**src/rtl/ram_stream_reader_pkg.sv**
```systemverilog
// Shared definitions for the RAM stream reader: default widths and FSM state encoding.
package ram_stream_reader_pkg;

  localparam int DEF_ADDR_W     = 14;
  localparam int DEF_DATA_W     = 16;
  localparam int DEF_RD_LAT     = 1;
  localparam int DEF_FIFO_DEPTH = 4;

  typedef enum logic [1:0] {
    ST_IDLE  = 2'd0,
    ST_RUN   = 2'd1,
    ST_DRAIN = 2'd2,
    ST_DONE  = 2'd3
  } state_e;

endpackage

```
**src/rtl/ram_stream_reader_sync_fifo.sv**
```systemverilog
// Synchronous FIFO, power-of-2 depth; simultaneous push and pop leave the count unchanged.
module ram_stream_reader_sync_fifo #(
  parameter int W     = 17,
  parameter int DEPTH = 4,
  parameter int PTR_W = $clog2(DEPTH)
) (
  input  logic           clk,
  input  logic           rst_n,
  input  logic           push_i,
  input  logic [W-1:0]   push_data_i,
  input  logic           pop_i,
  output logic [W-1:0]   pop_data_o,
  output logic           full_o,
  output logic           empty_o,
  output logic [PTR_W:0] count_o
);

  logic [W-1:0]     mem_q [DEPTH];
  logic [PTR_W-1:0] wr_ptr_q;
  logic [PTR_W-1:0] rd_ptr_q;
  logic [PTR_W:0]   count_q;
  logic             do_push;
  logic             do_pop;

  assign empty_o    = (count_q == '0);
  assign full_o     = (count_q == (PTR_W+1)'(DEPTH));
  assign do_pop     = pop_i && !empty_o;
  assign do_push    = push_i && (!full_o || do_pop);
  assign pop_data_o = mem_q[rd_ptr_q];
  assign count_o    = count_q;

  // Storage is cleared on reset so the head word reads as zero afterwards.
  always_ff @(posedge clk or negedge rst_n) begin
    if (!rst_n) begin
      wr_ptr_q <= '0;
      rd_ptr_q <= '0;
      count_q  <= '0;
      for (int i = 0; i < DEPTH; i++) mem_q[i] <= '0;
    end else begin
      if (do_push) begin
        mem_q[wr_ptr_q] <= push_data_i;
        wr_ptr_q        <= wr_ptr_q + PTR_W'(1);
      end
      if (do_pop) rd_ptr_q <= rd_ptr_q + PTR_W'(1);
      count_q <= count_q + (PTR_W+1)'(do_push) - (PTR_W+1)'(do_pop);
    end
  end

endmodule

```
**src/rtl/ram_stream_reader.sv**
```systemverilog
// Fetches LEN consecutive RAM words from BASE and streams them out over valid/ready,
// absorbing the RAM read latency with a credit-limited output FIFO.
module ram_stream_reader
  import ram_stream_reader_pkg::*;
#(
  parameter int ADDR_W     = DEF_ADDR_W,
  parameter int DATA_W     = DEF_DATA_W,
  parameter int RD_LAT     = DEF_RD_LAT,
  parameter int FIFO_DEPTH = DEF_FIFO_DEPTH
) (
  input  logic              clk,
  input  logic              rst_n,
  input  logic              start,
  input  logic [ADDR_W-1:0] base_addr,
  input  logic [ADDR_W:0]   length,
  output logic              busy,
  output logic              done,
  output logic [ADDR_W-1:0] mem_addr,
  output logic              mem_we,
  output logic [DATA_W-1:0] mem_wdata,
  input  logic [DATA_W-1:0] mem_rdata,
  output logic              out_valid,
  input  logic              out_ready,
  output logic [DATA_W-1:0] out_data,
  output logic              out_last,
  output state_e            state_o
);

  // Stream handshake: a word transfers on a rising edge where out_valid && out_ready;
  // while out_valid && !out_ready the presented word and out_last hold steady.

  localparam int LEN_W = ADDR_W + 1;
  localparam int CNT_W = $clog2(FIFO_DEPTH) + 1;

  state_e            state_q;
  logic [LEN_W-1:0]  len_q;
  logic [LEN_W-1:0]  issued_q;
  logic [ADDR_W-1:0] mem_addr_q;
  logic              busy_q;
  logic              done_q;
  logic              iss_vld_q;
  logic              iss_last_q;
  logic              lat_vld_q;
  logic              lat_last_q;

  logic              push_vld;
  logic              push_last;
  logic              fifo_pop;
  logic              fifo_full;
  logic              fifo_empty;
  logic [CNT_W-1:0]  fifo_count;
  logic [DATA_W:0]   fifo_head;
  logic [CNT_W-1:0]  in_flight;
  logic [CNT_W:0]    credit_used;
  logic              credit_ok;

  // The word returned by the RAM is pushed at the end of the cycle it is valid.
  always_comb begin
    push_vld  = iss_vld_q;
    push_last = iss_last_q;
    if (RD_LAT != 0) begin
      push_vld  = lat_vld_q;
      push_last = lat_last_q;
    end
  end

  assign in_flight   = CNT_W'(iss_vld_q) + ((RD_LAT != 0) ? CNT_W'(lat_vld_q) : CNT_W'(0));
  assign credit_used = {1'b0, in_flight} + {1'b0, fifo_count};
  assign credit_ok   = !fifo_full && (credit_used < (CNT_W+1)'(FIFO_DEPTH));
  assign fifo_pop    = out_valid && out_ready;

  ram_stream_reader_sync_fifo #(
    .W     (DATA_W + 1),
    .DEPTH (FIFO_DEPTH)
  ) u_fifo (
    .clk         (clk),
    .rst_n       (rst_n),
    .push_i      (push_vld),
    .push_data_i ({push_last, mem_rdata}),
    .pop_i       (fifo_pop),
    .pop_data_o  (fifo_head),
    .full_o      (fifo_full),
    .empty_o     (fifo_empty),
    .count_o     (fifo_count)
  );

  always_ff @(posedge clk or negedge rst_n) begin
    if (!rst_n) begin
      state_q    <= ST_IDLE;
      len_q      <= '0;
      issued_q   <= '0;
      mem_addr_q <= '0;
      busy_q     <= 1'b0;
      done_q     <= 1'b0;
      iss_vld_q  <= 1'b0;
      iss_last_q <= 1'b0;
      lat_vld_q  <= 1'b0;
      lat_last_q <= 1'b0;
    end else begin
      iss_vld_q  <= 1'b0;
      lat_vld_q  <= iss_vld_q;
      lat_last_q <= iss_last_q;
      done_q     <= 1'b0;
      case (state_q)
        ST_IDLE: begin
          if (start) begin
            len_q <= length;
            if (length == '0) begin
              state_q <= ST_DONE;
              done_q  <= 1'b1;
            end else begin
              // First read goes out on the accepting edge; pipe and FIFO are empty here.
              state_q    <= ST_RUN;
              busy_q     <= 1'b1;
              mem_addr_q <= base_addr;
              issued_q   <= LEN_W'(1);
              iss_vld_q  <= 1'b1;
              iss_last_q <= (length == LEN_W'(1));
            end
          end
        end
        ST_RUN: begin
          if (issued_q == len_q) begin
            state_q <= ST_DRAIN;
          end else if (credit_ok) begin
            mem_addr_q <= mem_addr_q + ADDR_W'(1);
            issued_q   <= issued_q + LEN_W'(1);
            iss_vld_q  <= 1'b1;
            iss_last_q <= ((issued_q + LEN_W'(1)) == len_q);
          end
        end
        ST_DRAIN: begin
          if (fifo_pop && fifo_head[DATA_W]) begin
            state_q <= ST_DONE;
            busy_q  <= 1'b0;
            done_q  <= 1'b1;
          end
        end
        ST_DONE: begin
          state_q <= ST_IDLE;
        end
        default: state_q <= ST_IDLE;
      endcase
    end
  end

  assign busy      = busy_q;
  assign done      = done_q;
  assign mem_addr  = mem_addr_q;
  assign mem_we    = 1'b0;
  assign mem_wdata = '0;
  assign out_valid = !fifo_empty;
  assign out_data  = fifo_head[DATA_W-1:0];
  assign out_last  = !fifo_empty && fifo_head[DATA_W];
  assign state_o   = state_q;

endmodule
```
**config.mk**
```make
export PLATFORM = sky130hd
export DESIGN_NAME = ram_stream_reader
export DESIGN_NICKNAME = d
export VERILOG_FILES = /design/src/rtl/ram_stream_reader_pkg.sv /design/src/rtl/ram_stream_reader_sync_fifo.sv /design/src/rtl/ram_stream_reader.sv
export SDC_FILE = /design/constraint.sdc
export NUM_CORES = 1
export LEC_CHECK = 0
export ABC_AREA = 1
export CAP_MARGIN = 20
export CORE_UTILIZATION = 59
export DETAILED_ROUTE_END_ITERATION = 6
export HOLD_SLACK_MARGIN = 0.06
export PLACE_DENSITY = 0.87
export SYNTH_ARGS = -nofsm -noshare
export SYNTH_HDL_FRONTEND = slang
export SYNTH_SLANG_ARGS = --single-unit
```
**constraint.sdc**
```tcl
create_clock -name clk -period 4.7 [get_ports clk]
set_clock_uncertainty 0.05 [all_clocks]
set_input_delay 0.47 -clock clk [delete_from_list [all_inputs] [get_ports clk]]
set_output_delay 0.47 -clock clk [all_outputs]
set_load 0.03 [all_outputs]
```
==> reports/results.txt <==
Status -> finished with violations
Failing checks -> DRC
Worst Path Buf+Inv -> 2
Final instance area -> 8350 µm²
XOR/XNOR Fraction of Synth Area -> 1.77%
Num CTS Buffers -> 17
Post-synthesis mux area share -> 0.145%
Syn Std Cell Area -> 6910 µm²
Worst Path Required -> 4.18 ns
DP Area -> 7710 µm²
Gpl congestion -> 0.903
Die Area -> 12100 µm²
First-pass DRT Iterations -> 7
Slew @ Worst Pin -> 0.878 ns
Main synth FF type -> dfrtp_1
Synthesis-to-finish area growth -> 20.9%
Initial core utilization -> 60.5%
Hold slack -> 0.332 ns
Vias in the first global route -> 5796
CP max stage cell -> dfrtp_1
Most common library cells after synthesis -> nand2_1, o21ai_0, dfrtp_1, inv_1, nor2_1
Worst-path fanout max -> 19
Final ANT Viol Nets -> 0
Via-per-instance ratio -> 5.47
Fin Setup TNS -> 0 ns
Cells after Synth -> 906
Drt initial violations -> 514
Post-Place Cells -> 1101
Worst VDD drop -> 0.000522 V
Fmax -> 313 MHz
Worst Path Arrival -> 2.67 ns
Die Span Y -> 110 µm
Ratio of final minimum period to clock period -> 67.9%
Seq/Total Area, Yosys -> 46.0%
Async SR Flop Fraction -> 100%
Synth Area in Simple Gates -> 24.8%
GRT Resource Usage Total -> 28.3%
CTS tree -> yes
Clock slew at reported path FFs -> 0.06 ns
Die X -> 110 µm
Ranking of synthesized cells by area -> dfrtp_1, nand2_1, o21ai_0
Root Buffer -> clkbuf_16
Initial antenna violation count -> 0
Hold Path Class -> reg2reg
Min Tclk post-route -> 3.19 ns
H-tree levels -> 4
Number of synthesized flops with an enable pin -> 0
Main combinational cell family by area after synthesis -> simple AND/OR/NAND/NOR gates
Nets@finish -> 1041
Worst-path cell chain -> inv_1, nand3_1, nand2_1, a21oi_1, clkdlybuf4s50_1
Pin count of the biggest net entering global routing -> 48
Yosys warns -> 0
Max transition margin -> 41.1%
Setup bufs post-CTS -> 0
Average size of a mapped cell -> 7.63 µm²
Critical path endpoint category -> output pin
Slew Limit Fails -> 0
Yosys reg bits -> 127
Clk_lat worst skew -> 0.42 ns
Distinct cells, synth -> 38
Diodes inserted -> 0
Sink Count -> 127
DRC Markers -> 4
Critical path's largest stage delay -> 0.71 ns
WL final -> 16000 µm
Critical Path Start Type -> flop
Routed WL per cell -> 14.2 µm
Final setup vio count -> 0
GRT overflow -> 0
Layout Cells excl Fill -> 1133
Post-synthesis compound-gate area fraction -> 14.8%
Cts-stage hold buffer count -> 1
Crit path kind -> reg2out
P per Cell Area -> 730 nW/µm²
Rows -> 39
First-pass GRT wire length -> 26500 µm
Final hold vios -> 0
Max cap viols -> 0
Share of layout cells above drive strength 1 -> 7.88%
Share of the synthesized area in the top cell type -> 46.0%
Crit path max-delay family -> buffers and inverters
Most frequent cell after synthesis -> nand2_1
Core ar. -> 11400 µm²
Post-DP HPWL -> 10500 µm
Port-buffer cells -> 84
Clock buffer depth -> 2
Leak pwr -> 0.00402 µW
I/O Pins -> 102
Largest area contributor in the netlist -> dfrtp_1
Post-synthesis adder-cell area fraction -> 2.64%
RSZ-0062 raised after global routing -> no
Post-CTS Resized -> 0
Vias -> 6200
[worst reg2reg max path, stage by stage (launching register included)]
cell and delay (ns):
dfrtp_1 0.39, inv_1 0.10, ha_1 0.68, inv_1 0.14, o21ai_0 0.34, nand2_4 0.19
inv_4 0.47, o21ai_0 0.25, o21ai_2 0.10
[routing by layer]
| metal | global-route usage [%] | vias up | part of all wire [%] |
|---|---|---|---|
| li1 | - | 3009 | - |
| met1 | 34.5 | 2913 | 42 |
| met2 | 48.7 | 238 | 50 |
| met3 | 5.41 | 40 | 5.5 |
| met4 | 12.9 | 0 | 2.7 |
| met5 | 0 | - | 0 |
[final timing paths]
| kind | slack [ns] | end | start | cells after the start |
|---|---|---|---|---|
| worst max-delay path | 1.51 | out_last | u_fifo.rd_ptr_q[1] | 5 |
| worst min-delay path | 0.33 | lat_last_q | iss_last_q | 0 |
| worst max register to register | 1.91 | issued_q[0] | state_o[1] | 8 |
| worst min register to register | 0.33 | lat_last_q | iss_last_q | 0 |
| max in group asynchronous | 3.12 | mem_addr[6] | rst_n | 3 |
| min in group asynchronous | 0.51 | u_fifo.mem_q[0] | rst_n | 2 |
[cell type report]
type	instances	area [µm²]
multi-input cells	646	3120
clock inverters	14	208
well taps	143	179
flip-flops and latches	127	3180
fillers	836	3070
inverters	97	367
repair buffers	89	878
clock buffers	17	425
[metrics by stage]
step           total power [µW]  utilization [%]  setup slack [ns]
6_report                   6100             73.2              1.51
2_1_floorplan              3830                -              2.54
4_1_cts                    6100             73.2              1.52
3_3_place_gp               4550             67.5              2.01
5_1_grt                    6530             73.2              1.42
3_5_place_dp               4650             67.5              1.93
[state kept, by name, indices dropped and copies added (netlist names), 2 cells and up]
signal / cells
issued_q: 15
len_q: 15
mem_addr: 14
state_o: 2
u_fifo.count_o: 3
u_fifo.mem_q: 68
u_fifo.rd_ptr_q: 2
u_fifo.wr_ptr_q: 2
[cells by family after synthesis]
family / after synthesis
other: 1
AND/OR/NAND/NOR: 418
AO/OA/AOI/OAI: 182
adder cells (fa/ha/maj): 14
flip-flops: 127
XOR/XNOR: 14
buffers and inverters: 149
multiplexers: 1
[cell usage in the layout (no fill, tap or decap), types with 6 or more instances in the layout]
master / n
nand2_1: 256
o21ai_0: 129
dfrtp_1: 127
inv_1: 90
nor2_1: 85
clkdlybuf4s50_1: 83
nand3_1: 42
o21ai_2: 20
conb_1: 17
clkbuf_16: 17
o22ai_1: 16
ha_1: 13
xor2_1: 10
nand2_2: 8
a21oi_1: 7
nand4_1: 6
nor3_1: 6
[power breakdown]
part	switching [µW]	leakage [µW]	internal, µW	total, µW
registers	362	0.00160	1570	1930
logic	1740	0.00212	1010	2760
clock network	516	0.000303	897	1410
No activity file was read; power rests on OpenSTA's default activity.
